File: config.mk
export PLATFORM = sky130hd
export DESIGN_NAME = note_player
export DESIGN_NICKNAME = d
export VERILOG_FILES = /design/src/rtl/note_pkg.sv /design/src/rtl/note_player_tick_gen.sv /design/src/rtl/note_player.sv
export SDC_FILE = /design/constraint.sdc
export NUM_CORES = 1
export LEC_CHECK = 0
export ABC_CLOCK_PERIOD_IN_PS = 3050
export CAP_MARGIN = 20
export CORE_MARGIN = 4
export CORE_UTILIZATION = 52
export CTS_BUF_LIST = sky130_fd_sc_hd__clkbuf_2
export DETAILED_ROUTE_END_ITERATION = 16
export PLACE_DENSITY = 0.68
export REMOVE_ABC_BUFFERS = 1
export SYNTH_ARGS = -nofsm -noshare
export SYNTH_HDL_FRONTEND = slang
export SYNTH_SLANG_ARGS = --single-unit
File: constraint.sdc
create_clock -name clk -period 3.05 [get_ports clk]
set_input_delay 0.305 -clock clk [delete_from_list [all_inputs] [get_ports clk]]
set_output_delay 0.305 -clock clk [all_outputs]
set_load 0.005 [all_outputs]
File: src/rtl/note_pkg.sv
// note_pkg: shared definitions for the note_player tone generator.
//   HALF_PERIOD : square-wave half-period in 100 MHz clock cycles for
//                 note codes 0..12 (0 = rest, 1..12 = C4..B4)
//   state_t     : note_player FSM states (GAP only with NOTE_PLAYER_GAP_EN)
//   GAP_TICKS   : length of the silent inter-note gap, in duration ticks
//   half_period : code/octave to half-period lookup; codes 13..15 give 0 (rest)
package note_pkg;

  localparam int GAP_TICKS = 8;

  localparam logic [17:0] HALF_PERIOD [13] = '{
    18'd0,      18'd191113, 18'd180388, 18'd170262, 18'd160706,
    18'd151686, 18'd143173, 18'd135137, 18'd127553, 18'd120394,
    18'd113636, 18'd107258, 18'd101238
  };

`ifdef NOTE_PLAYER_GAP_EN
  typedef enum logic [1:0] {IDLE, PLAY, GAP} state_t;
`else
  typedef enum logic [1:0] {IDLE, PLAY} state_t;
`endif

  // A zero half-period means "rest": the tone counter never runs.
  function automatic logic [17:0] half_period(input logic [3:0] code,
                                              input logic [1:0] oct);
    if (code > 4'd12) return '0;
    return HALF_PERIOD[code] >> oct;
  endfunction

endpackage

File: src/rtl/note_player_tick_gen.sv
// tick_gen: TICK_DIV prescaler for the note duration timer.
//   clk, rst_n : clock, asynchronous active-low reset
//   clear      : synchronous clear; holds the prescaler at zero
//   tick       : one-cycle strobe every TICK_DIV cycles after clear drops
module tick_gen #(
  parameter int TICK_DIV = 100000
) (
  input  logic clk,
  input  logic rst_n,
  input  logic clear,
  output logic tick
);

  localparam int CW = (TICK_DIV > 1) ? $clog2(TICK_DIV) : 1;

  logic [CW-1:0] cnt;

  always_ff @(posedge clk or negedge rst_n) begin
    if (!rst_n) begin
      cnt <= '0;
    end else if (clear || cnt == CW'(TICK_DIV - 1)) begin
      cnt <= '0;
    end else begin
      cnt <= cnt + CW'(1);
    end
  end

  assign tick = !clear && (cnt == CW'(TICK_DIV - 1));

endmodule

File: src/rtl/note_player.sv
// note_player: plays one note request at a time as a square wave.
//   clk, rst_n  : 100 MHz clock, asynchronous active-low reset
//   note_valid  : request present; accepted when note_ready is also high
//   note_ready  : block is idle and can accept a request
//   note_code   : 0 / 13..15 = rest, 1..12 = C4..B4
//   note_oct    : octave up-shift (half-period >> note_oct)
//   note_dur    : note length in ticks of TICK_DIV cycles
//   speaker     : square-wave output, 0 whenever not sounding
//   busy        : note or rest in progress
//   done        : one-cycle pulse when a request completes
// Optional feature macro NOTE_PLAYER_GAP_EN: adds a silent GAP_TICKS-tick
// gap after every non-zero-length note before done/note_ready.
module note_player
  import note_pkg::*;
#(
  parameter int TICK_DIV = 100000,
  parameter int DUR_W    = 16
) (
  input  logic             clk,
  input  logic             rst_n,
  input  logic             note_valid,
  output logic             note_ready,
  input  logic [3:0]       note_code,
  input  logic [1:0]       note_oct,
  input  logic [DUR_W-1:0] note_dur,
  output logic             speaker,
  output logic             busy,
  output logic             done
);

  state_t           state;
  logic [DUR_W-1:0] dur_cnt;
  logic [17:0]      half;
  logic [17:0]      tone_cnt;
  logic             tick;
  logic             tick_clear;
`ifdef NOTE_PLAYER_GAP_EN
  logic [3:0]       gap_cnt;
`endif

  // The prescaler is held at zero while idle, so the first tick lands
  // exactly TICK_DIV cycles after PLAY entry.
  assign tick_clear = (state == IDLE);

  tick_gen #(.TICK_DIV(TICK_DIV)) u_tick_gen (
    .clk   (clk),
    .rst_n (rst_n),
    .clear (tick_clear),
    .tick  (tick)
  );

  always_ff @(posedge clk or negedge rst_n) begin
    if (!rst_n) begin
      state      <= IDLE;
      note_ready <= 1'b0;
      speaker    <= 1'b0;
      busy       <= 1'b0;
      done       <= 1'b0;
      dur_cnt    <= '0;
      half       <= '0;
      tone_cnt   <= '0;
`ifdef NOTE_PLAYER_GAP_EN
      gap_cnt    <= '0;
`endif
    end else begin
      done <= 1'b0;
      case (state)
        IDLE: begin
          speaker    <= 1'b0;
          busy       <= 1'b0;
          note_ready <= 1'b1;
          if (note_valid && note_ready) begin
            half     <= half_period(note_code, note_oct);
            tone_cnt <= '0;
            dur_cnt  <= note_dur;
            // A zero-length request completes immediately without playing.
            if (note_dur == '0) begin
              done <= 1'b1;
            end else begin
              state      <= PLAY;
              busy       <= 1'b1;
              note_ready <= 1'b0;
            end
          end
        end

        PLAY: begin
          if (tick && dur_cnt == DUR_W'(1)) begin
            speaker  <= 1'b0;
            tone_cnt <= '0;
`ifdef NOTE_PLAYER_GAP_EN
            state    <= GAP;
            gap_cnt  <= 4'(GAP_TICKS);
`else
            state      <= IDLE;
            busy       <= 1'b0;
            done       <= 1'b1;
            note_ready <= 1'b1;
`endif
          end else begin
            if (tick) begin
              dur_cnt <= dur_cnt - DUR_W'(1);
            end
            // Rests have a zero half-period and keep speaker low.
            if (half != '0) begin
              if (tone_cnt == half - 18'd1) begin
                tone_cnt <= '0;
                speaker  <= ~speaker;
              end else begin
                tone_cnt <= tone_cnt + 18'd1;
              end
            end
          end
        end

`ifdef NOTE_PLAYER_GAP_EN
        GAP: begin
          speaker <= 1'b0;
          if (tick) begin
            if (gap_cnt == 4'd1) begin
              state      <= IDLE;
              busy       <= 1'b0;
              done       <= 1'b1;
              note_ready <= 1'b1;
            end else begin
              gap_cnt <= gap_cnt - 4'd1;
            end
          end
        end
`endif

        default: state <= IDLE;
      endcase
    end
  end

endmodule

== Yosys cells after proc, flatten, opt, wreduce, memory -nomap -nowiden ==
Memory sizes are Yosys's and may differ from the RTL's.
Cells that the tools add are included.
Widths: inputs -> output; s select.
Operators by class
  $add $sub $neg: 4
  $lt $le $gt $ge: 2
  equality and inequality tests: 11
  shift operators: 1
  multiplexer cells: 36
  bitwise operators: 2
  reduce and logical (&&, ||, !) cells: 15
Operators by type and width (number)
  $mux 18: 8
  $mux 16: 3
  $pmux 18 s2: 1
  $pmux 16 s2: 1
  $add 18x1->18 const B: 1
  $eq 18x18->1: 1
  $reduce_bool 18->1: 1
  $shr 18x2->18: 1
  $sub 18x1->18 const B: 1
  $add 17x1->17 const B: 1
  $eq 17x17->1 const B: 1
  $mux 17: 1
  $eq 16x1->1 const B: 1
  $logic_not 16->1: 1
  $sub 16x1->16 const B: 1
  $mux 1: 14
  $ne 2x2->1 const B: 5
  $reduce_and 3->1: 3
  $pmux 1 s2: 4
  $mux 2: 3
  $ne 3x3->1 const B: 2
  $ge 5x5->1 const B: 1
  $not 4->5: 1
  $gt 4x4->1 const B: 1
  other kinds (10): 13
Word-level totals
  bits in registers: 75
  memory bits (read-only): 288
  bits of input ports: 25
  memories kept: 1
Memory list
  (no name shown): words 16, bits a word 18, read ports 1, clocked after Yosys merged registers in 0, write ports 0, RTL line note_pkg.sv:27  | return HALF_PERIOD[code] >> oct;

== Logic depth before layout (Yosys ltp) ==
Gate-level depths: netlist (run 1).
  depth in word-level cells: 6
  gate-level depth with buffers: 11
  mapped depth without buffers: 10

== Cells and area by module ==
Synthesis (run 1) repeated with hierarchy kept, for this count alone.
Unflattened totals
  cell total of the unflattened synthesis: 634
  area, all modules: 5323.9 µm²
By module, submodules not included
  note_player: instances 1, cells each 547, area each 4475.5 µm², sequential area each 1426.4 µm²
  tick_gen: instances 1, cells each 87, area each 848.3 µm², sequential area each 425.4 µm²

== Worst setup path after synthesis (run 1) ==
No wires, ideal clock.
  path kind: reg2reg
  from: register half[11]
  to: register speaker
  setup time: 0.128 ns
  data arrival time: 2.661 ns
  setup slack: 0.261 ns
  cell stages (with the launch flop): 9
  clock period less this slack: 2.789 ns
  cells stage by stage: dfrtp_1 > buf_6 > or4_4 > or4_1 > a211o_1 > a22oi_2 > nand4_2 > nor3_1 > mux2_1
Between the ends
  word-level cells in the longest chain between the ends: 4
Ends and longest elaborated chain
  start, declared: RTL line note_player.sv:33  | logic [17:0] half;
  start signal, assigned: RTL line note_player.sv:73  | half <= half_period(note_code, note_oct);
  $sub 18x1->18: RTL line note_player.sv:106  | if (tone_cnt == half - 18'd1) begin
  $eq 18x18->1: RTL line note_player.sv:106
  $ne 3x3->1 (no source line)
  $reduce_and 3->1 (no source line) *
  end signal, assigned: RTL line note_player.sv:108  | speaker <= ~speaker;
  end, declared: RTL line note_player.sv:26  | output logic speaker,
Every way passes the cells marked *; elsewhere a longest branch is shown, timed or not.
A chain may end at the register's enable or synchronous reset.

== Final worst setup path (run 1) ==
  from: register half[0]
  to: register tone_cnt[12]
Between the ends
  word-level cells in the longest chain between the ends: 6
Ends and longest elaborated chain
  $sub 18x1->18: RTL line note_player.sv:106
  $eq 18x18->1: RTL line note_player.sv:106
  $mux 18: RTL line note_player.sv:106
  $mux 18: RTL line note_player.sv:105  | if (half != '0) begin
  $mux 18: RTL line note_player.sv:88  | if (tick && dur_cnt == DUR_W'(1)) begin
  $pmux 18 s2: RTL line note_player.sv:67  | case (state)
  end signal, assigned: RTL line note_player.sv:110  | tone_cnt <= tone_cnt + 18'd1;
  end, declared: RTL line note_player.sv:34  | logic [17:0] tone_cnt;
Several ways; a longest one is shown, not always the timed one. The select of a mux whose other input is x is not followed.

==> results.cfg, run 1 <==
[run_status]
outcome = finished, final reports clean

[routing]
drtAntennaViolNets = 0
via_count = 4878
vias_per_cell = 6.07
wl_per_cell_um = 15.9
dr.first_iter.drc_count = 216
routed_wirelength_mm = 12.8
drcViolationCount = 0
dr.pass1.iters = 5

[logic_synthesis]
synth_warnings = 0
yosysTopAreaCellShare_pct = 35.4
seq_area_frac_synth_pct = 35.4
syn_avg_cell_area_um2 = 8.24
yosys-top-cells-area = dfrtp_1, o21ai_0, a21oi_1, nor2_1, nand2_1
synth-edff-count = 0
synth_cell_types = 73
ys.flop_type = dfrtp_1
async_flop_share_pct = 100
synth_cells = 634
yosysTopAreaCell = dfrtp_1
synth-seq-cells = 74
netlist_area_mm2 = 0.00523
ys_top_cells_by_count = dfrtp_1, nor2_1, nand2_1, o21ai_0, a21oi_1
yosysMostFrequentCell = dfrtp_1

[clocking]
htree_levels = 3
clk_pin_slew_ns = 0.18
numCtsBuffers = 9
clockRootBuffer = clkbuf_2
clk_path_buf_depth = 2
cts_tree = built
insertion_delay_ns = 0.54
clock-sinks = 74

[power]
p_leak_nw = 2.43
p_per_area_mw_per_mm2 = 286
ir_drop_mv = 0.180

[setup_path]
cp.arrival_ns = 3.36
critical-path-top-delay-family = simple AND/OR/NAND/NOR gates
cpPeakStageDelay_ns = 0.61
crit_buf_inv = 4
crit_required_ns = 3.49
timing.critical_path.mode_cell = buf_4
cp_slowest_cell = or4b_2
start_kind = flip-flop
crit_type = flip-flop to flip-flop
crit_chain = inv_1, ha_2, buf_4, or4b_2, or3_1, a32oi_1, a21oi_1, nand4_2, buf_4, nor3_4, buf_12, nor4_1
cp-end-kind = flip-flop
crit_fanout = 10

[final_layout]
area_growth_pct = 13.1
fillers = 915
drive_above_1_share_pct = 10.7
fin_nets = 705
num_antenna_cells = 0
final_cells = 804

[timing]
whs_ns = 0.396
finalSetupViolCount = 0
slew_violations = 0
tightest_slew_ns = 0.918
rsz0062_at_grt = no
hold_viol = 0
fin_crit_sh_pct = 95.8
worst_slack_ns = 0.127
min_period_ns = 2.92
fmax_mhz = 342
slew_headroom_pct = 38.8
fin_worst_skew_ns = 0.0321

[placed_design]
dp.cells = 786
gp_congestion = 0.872
post-dp-hpwl_mm = 9.42
io_buffer_count = 28
pre_cts_slack_ns = -0.00580

[hold_path]
hold_class = input port to flip-flop

[floorplanning]
die_h_um = 108
die_x_um = 108
io_pins = 29
rows = 36
initial_core_util_pct = 53.5
core_mm2 = 0.00977
dieArea_mm2 = 0.0117

[grt]
grt_max_degree = 75
grt_overflow_total = 0
grt_pass1_vias = 4420
grt_pass1_wl_mm = 21.3
antenna_found_initial = 0
track_usage_pct = 22.5

[run]
cap_viol_max_count = 0
[cells by family after synthesis]
| logic type | after synthesis | synth area share, % |
|---|---|---|
| fa+ha+maj | 13 | 3.11 |
| buf+inv | 55 | 4.29 |
| flops | 74 | 35.4 |
| compound gates | 164 | 19.3 |
| mux | 15 | 2.92 |
| xor+xnor | 37 | 6.20 |
| simple gates | 276 | 28.8 |
[cell usage in the layout (no fill, tap or decap), types with 16 or more instances in the layout]
| master | Yosys | layout |
|---|---|---|
| a21oi_1 | 43 | 43 |
| buf_4 | 0 | 29 |
| clkdlybuf4s50_1 | 0 | 27 |
| inv_1 | 16 | 16 |
| o21ai_0 | 48 | 48 |
| dfrtp_1 | 74 | 74 |
| xnor2_1 | 21 | 21 |
| nor4_1 | 24 | 21 |
| nand2_1 | 50 | 50 |
| o22ai_1 | 17 | 17 |
| nand3_1 | 37 | 37 |
| xor2_1 | 16 | 16 |
| and3_1 | 21 | 21 |
| nor2_1 | 56 | 56 |
[state kept, by name (all words and copies together) (netlist names)]
signal,count
state,1
speaker,1
half,18
done,1
u_tick_gen.cnt,17
note_ready,1
tone_cnt,18
busy,1
dur_cnt,16
[worst paths after layout]
kind	depth (start not counted)	end	slack [ns]	from
setup / recovery	12	tone_cnt[12]$_DFFE_PN0P_	0.13	half[0]$_DFFE_PN0P_
hold / removal	3	dur_cnt[5]$_DFFE_PN0P_	0.40	note_dur[5]
setup reg to reg	12	tone_cnt[12]$_DFFE_PN0P_	0.13	half[0]$_DFFE_PN0P_
hold reg to reg	1	u_tick_gen.cnt[0]$_DFF_PN0_	0.50	u_tick_gen.cnt[0]$_DFF_PN0_
max in group asynchronous	3	half[11]$_DFFE_PN0P_	1.95	rst_n
min in group asynchronous	3	u_tick_gen.cnt[11]$_DFF_PN0_	0.47	rst_n
[stage by stage]
step / cell area (µm²) / util [%] / setup TNS (ns) / power (mW)
floorplan: 5060 / - / 0 / 1.09
global placement: 5740 / 58.7 / 0 / 1.19
detailed placement: 5740 / 58.7 / -0.0102 / 1.19
CTS: 5870 / 60.0 / 0 / 1.71
global route: 5910 / 60.4 / 0 / 1.78
finish: 5910 / 60.4 / 0 / 1.69
[worst min-delay path, stage by stage]
cell,delay (ns)
clkdlybuf4s50_1,0.43
nand2_1,0.07
o211ai_1,0.07
[layer usage]
metal	wire [µm]	part of all wire (%)	global-route usage (%)	up-vias
met5	0	0	0	-
met4	138	1.1	5.41	0
met3	576	4.5	5.01	13
met2	6130	48	36.5	96
met1	5970	47	30.8	2350
li1	-	-	-	2419
[report_power, final]
group | switching (mW) | internal, mW | total (mW) | leakage (nW)
logic | 0.110 | 0.0807 | 0.191 | 1.44
clock network | 0.327 | 0.187 | 0.514 | 0.0692
registers | 0.00160 | 0.983 | 0.985 | 0.922
[cell type report]
cell class,count,area [µm²],share of cell area [%]
multi-input combinational,505,3180,53.9
sequential,74,1850,31.3
timing repair buffer,60,543,9.19
tap,133,166,2.82
inverter,17,63.8,1.08
clock buffer,11,55.1,0.932
clock inverter,4,43.8,0.741
[what timing repair did]
| item | 4_1_cts | 5_1_grt |
|---|---|---|
| resized for setup | 0 | 7 |
| hold buffers | 1 | 0 |
| cloned | 0 | 0 |
| buffers inserted | 1 | 1 |
| setup endpoints to repair | 10 | 29 |
| pin swaps | 1 | 0 |
| hold endpoints to repair | 45 | 0 |
No activity file was read; power rests on OpenSTA's default activity.
==> run 2: changes to the inputs <==
Settings changed: ABC_CLOCK_PERIOD_IN_PS 3050 to 2700.
Clock period 3.05 ns to 2.7 ns, I/O delays scaled along.
==> run 2 against run 1 <==
  * The run now ends with setup timing left
  * Final cell count rose by 5.1%
  * Largest cell class unchanged
  * Clock power rose by 41%
  * First-iteration DRC count rose by 70%
  * Via count rose by 4.1%
  * Routed wire length rose by 6.9%
  * Critical path depth fell by 4
  * Sequential power rose by 13%
==> results.cfg, run 2 (same netlist as run 1, synthesis figures left out) <==
[final_layout]
reg_top3 = half x18, tone_cnt x18, u_tick_gen.cnt x17
area_growth_pct = 22.8
fin_nets = 745
drive_above_1_share_pct = 19.2
num_antenna_cells = 0
final_common_cell = dfrtp_1
layout_common_cells = dfrtp_1, buf_4, nor2_1, nand2_1, o21ai_0

[timing]
rsz0062_at_grt = yes
slew_violations = 0
min_period_ns = 2.72
tightest_slew_ns = 0.981
slew_headroom_pct = 34.6
hold_viol = 0
finalSetupViolCount = 1
fin_crit_sh_pct = 101
whs_ns = 0.303
fin_worst_skew_ns = 0.0406
fmax_mhz = 368
worst_slack_ns = -0.0181

[routing]
dr.pass1.iters = 5
drcViolationCount = 0
via_count = 5078
vias_per_cell = 6.01
dr.first_iter.drc_count = 368
wl_per_cell_um = 16.2
routed_wirelength_mm = 13.7
drtAntennaViolNets = 0

[clocking]
cts_tree = built
clockRootBuffer = clkbuf_2
insertion_delay_ns = 0.58
htree_levels = 3
clock-sinks = 74
clk_path_buf_depth = 2
clk_pin_slew_ns = 0.22
numCtsBuffers = 9

[setup_path]
r2r_cells = 8
reg2reg_to = tone_cnt[5]$_DFFE_PN0P_
crit_required_ns = 3.22
cp-end-kind = flip-flop
rrSetupSlack_ns = -0.02
crit_type = flip-flop to flip-flop
start_kind = flip-flop
crit_fanout = 7
worstReg2RegStart = u_tick_gen.cnt[5]$_DFF_PN0_
cp.arrival_ns = 3.24
crit_start = u_tick_gen.cnt[5]$_DFF_PN0_

[floorplanning]
core_mm2 = 0.00977
rows = 36
initial_core_util_pct = 53.5
die_x_um = 108
io_pins = 29
die_h_um = 108
dieArea_mm2 = 0.0117

[run_status]
violations = setup timing
outcome = complete, but fails checks

[hold_path]
hold_class = input port to flip-flop
whs_path_depth = 3
hp-start = note_dur[5]
holdPathEnd = dur_cnt[5]$_DFFE_PN0P_

[placed_design]
pre_cts_slack_ns = -0.103
io_buffer_count = 28
gp_congestion = 0.871
post-dp-hpwl_mm = 9.94

[grt]
grt_max_degree = 44
grt_overflow_total = 0
antenna_found_initial = 0
track_usage_pct = 24.0
grt_pass1_wl_mm = 22.7
grt_pass1_vias = 4779

[power]
p_leak_nw = 2.67
p_per_area_mw_per_mm2 = 321
ir_drop_mv = 0.440

[run]
cap_viol_max_count = 0
run 2: cell count changes in the layout (fill, tap and decap cells not counted), sizes merged:
cell,previous run,this run
buf,32,71
clkinvlp,0,3
bufinv,1,2
clkinv,4,2
run 2: stage by stage:
stage / std cells / TNS [ns] / util, % / power (mW) / instance area (µm²)
after floorplan: 596 / -4.39 / - / 1.23 / 5060
after global placement: 819 / -0.333 / 61.5 / 1.34 / 6010
after detailed placement: 819 / -1.19 / 61.5 / 1.35 / 6010
after CTS: 838 / -0.00439 / 63.7 / 2.08 / 6230
after global routing: 845 / -0.951 / 65.6 / 2.14 / 6420
final: 845 / -0.0181 / 65.6 / 2.06 / 6420
run 2: cell type report:
| type | count | area [µm²] |
|---|---|---|
| clock buffer | 10 | 50.0 |
| clock inverter | 6 | 91.3 |
| fill | 850 | 3360 |
| inverter | 17 | 63.8 |
| multi-input combinational | 505 | 3320 |
| sequential | 74 | 1850 |
| tap | 133 | 166 |
| timing repair buffer | 100 | 875 |
run 2: how the worst max path moves through the flow:
| stage | end | slack (ns) | cells past startpoint |
|---|---|---|---|
| 2_1_floorplan | dur_cnt[5]$_DFFE_PN0P_ | -0.25 | 7 |
| 3_3_place_gp | speaker$_DFFE_PN0P_ | -0.05 | 10 |
| 3_5_place_dp | tone_cnt[6]$_DFFE_PN0P_ | -0.10 | 10 |
| 4_1_cts | tone_cnt[5]$_DFFE_PN0P_ | -0.004 | 8 |
| 5_1_grt | tone_cnt[5]$_DFFE_PN0P_ | -0.13 | 8 |
| 6_report | tone_cnt[5]$_DFFE_PN0P_ | -0.02 | 8 |
run 2: repair_timing:
action / CTS / global route
hold buffers: 1 / 0
hold endpoints to repair: 41 / 0
pin swaps: 3 / 15
gates resized for setup: 11 / 27
endpoints found under the setup margin: 18 / 32
gates cloned: 0 / 1
buffers inserted: 2 / 6
run 2: power breakdown:
group	switching [mW]	internal, mW
combinational	0.126	0.0932
clock	0.417	0.310
sequential	0.00100	1.11
run 2: per-layer routing:
| metal | vias up | part of all wire [%] | GRT usage [%] |
|---|---|---|---|
| li1 | 2497 | - | - |
| met2 | 111 | 49 | 40.1 |
| met4 | 0 | 1.9 | 7.21 |
| met3 | 23 | 4.0 | 4.24 |
| met5 | - | 0 | 0 |
| met1 | 2447 | 45 | 31.7 |
run 2: worst max-delay path, cell delays in order, from the launching register on:
cell and delay [ns]:
dfrtp_1 0.43, or4b_4 0.55, nor4_4 0.27, nand3_2 0.14, o211a_4 0.26, or2_4 0.25, buf_12 0.14, or4_4 0.49
o21ai_1 0.13
==> run 3: changes to the inputs <==
Settings changed: RECOVER_POWER set to 25.
==> run 3 against run 2 <==
  * The run still ends with setup timing left
  * Combinational power about the same
  * Flip-flop and latch count is the same
  * Register-to-register slack is essentially flat
  * Final cell count did not move
  * Routed wire length about the same
  * Sequential share of layout area stayed put
  * Utilization unchanged
  * First-iteration DRC count unchanged
  * Worst setup slack is the same
  * Count of clock-buffer cells in the layout stayed put
  * Clock power about the same
  * Via count about the same
  * Largest cell class unchanged
  * Largest power group unchanged
  * Highest routed layer unchanged
==> results.cfg, run 3 (same netlist as run 1, synthesis figures left out) <==
[run]
cap_viol_max_count = 0

[setup_path]
crit_end = tone_cnt[5]$_DFFE_PN0P_
crit_fanout = 7
cp_slowest_cell = or4b_4
crit_chain = or4b_4, nor4_4, nand3_2, o211a_4, or2_4, buf_12, or4_4, o21ai_1
crit_start = u_tick_gen.cnt[5]$_DFF_PN0_
critical-path-top-delay-family = simple AND/OR/NAND/NOR gates
reg2reg_to = tone_cnt[5]$_DFFE_PN0P_
cp.depth = 8
cpPeakStageDelay_ns = 0.55
start_kind = flip-flop
cp.arrival_ns = 3.24
crit_required_ns = 3.22
rrSetupSlack_ns = -0.02
r2r_cells = 8
worstReg2RegStart = u_tick_gen.cnt[5]$_DFF_PN0_
crit_buf_inv = 1
crit_type = flip-flop to flip-flop
cp-end-kind = flip-flop

[timing]
fin_worst_skew_ns = 0.0407
slew_headroom_pct = 27.1
rsz0062_at_grt = yes
min_period_ns = 2.72
fmax_mhz = 368
worst_slack_ns = -0.0181
whs_ns = 0.303
slew_violations = 0
hold_viol = 0
tightest_slew_ns = 1.09
finalSetupViolCount = 1
fin_crit_sh_pct = 101

[routing]
drtAntennaViolNets = 0
drcViolationCount = 0
via_count = 5073
dr.first_iter.drc_count = 368
dr.pass1.iters = 5
wl_per_cell_um = 16.2
routed_wirelength_mm = 13.7
vias_per_cell = 6.00

[clocking]
clk_pin_slew_ns = 0.22
numCtsBuffers = 9
insertion_delay_ns = 0.58
cts_tree = built
clockRootBuffer = clkbuf_2
htree_levels = 3
clk_path_buf_depth = 2
clock-sinks = 74

[power]
pwr-share-clk_pct = 35.3
p_sw_mw = 0.544
p_comb_share_pct = 10.7
sw_frac_of_total_pct = 26.4
internal_power_mw = 1.51
p_leak_nw = 2.67
power.total_mw = 2.06
p_seq_share_pct = 54.0
ir_drop_mv = 0.440
p_per_area_mw_per_mm2 = 321

[final_layout]
drive_above_1_share_pct = 19.2
area_growth_pct = 22.8
layout_common_cells = dfrtp_1, buf_4, nor2_1, nand2_1, o21ai_0
fin_util_pct = 65.6
reg_top3 = half x18, tone_cnt x18, u_tick_gen.cnt x17
fin_nets = 745
num_antenna_cells = 0
final_cells = 845
final_common_cell = dfrtp_1

[grt]
antenna_found_initial = 0
grt_pass1_wl_mm = 22.7
grt_pass1_vias = 4779
grt_overflow_total = 0
track_usage_pct = 24.0
grt_max_degree = 44

[floorplanning]
initial_core_util_pct = 53.5
core_mm2 = 0.00977
dieArea_mm2 = 0.0117
die_h_um = 108
die_x_um = 108
rows = 36
io_pins = 29

[run_status]
violations = setup timing
outcome = complete, but fails checks

[placed_design]
post-dp-hpwl_mm = 9.94
io_buffer_count = 28
dp.cells = 819
gp_congestion = 0.871
pre_cts_slack_ns = -0.103

[hold_path]
hold_class = input port to flip-flop
run 3: cell types whose count changed in the layout (fill, tap and decap cells not counted), sizes merged:
cell	delta
buf	-1
clkbuf	+1
run 3: what timing repair did:
action                                  CTS  global route
gates resized for setup                  11            27
buffers inserted                          2             6
gates cloned                              0             1
hold buffers                              1             0
endpoints found under the hold margin    41             0
pin swaps                                 3            15
endpoints found under the setup margin   18            32
run 3: power groups by stage:
stage	Sequential (mW)	Combinational (mW)	Clock (mW)
3_3_place_gp	1.13	0.213	0
5_1_grt	1.11	0.245	0.781
2_1_floorplan	1.13	0.0976	0
3_5_place_dp	1.13	0.217	0
6_report	1.11	0.219	0.727
4_1_cts	1.11	0.219	0.744
run 3: per-stage QoR:
step | instance area (µm²) | TNS [ns]
floorplan | 5060 | -4.39
global placement | 6010 | -0.333
detailed placement | 6010 | -1.19
CTS | 6230 | -0.00439
global route | 6420 | -0.951
finish | 6420 | -0.0181
run 3: worst min-delay path by stage:
stage / from / endpoint / cells after the start
global route: note_dur[5] / dur_cnt[5]$_DFFE_PN0P_ / 3
finish: note_dur[5] / dur_cnt[5]$_DFFE_PN0P_ / 3
CTS: note_dur[5] / dur_cnt[5]$_DFFE_PN0P_ / 3
floorplan: rst_n / busy$_DFFE_PN0P_ / 0
global placement: rst_n / u_tick_gen.cnt[11]$_DFF_PN0_ / 1
detailed placement: rst_n / u_tick_gen.cnt[11]$_DFF_PN0_ / 1
run 3: cell type report:
class / count / area, µm²
Clock buffer: 10 / 50.0
Clock inverter: 6 / 91.3
Fill cell: 850 / 3360
Inverter: 17 / 63.8
Multi-Input combinational cell: 505 / 3320
Sequential cell: 74 / 1850
Tap cell: 133 / 166
Timing Repair Buffer: 100 / 875
run 3: routing by layer:
layer	track usage [%]	routed length, µm
met2	40.1	6670
met4	7.21	254
met3	4.24	548
met5	0	0
met1	31.7	6230
run 3: worst min-delay path, delay by kind of cell:
family	cells	cell delay [ns]
AOI/OAI and AO/OA	1	0.07
buffers and inverters	1	0.43
and+or+nand+nor	1	0.07
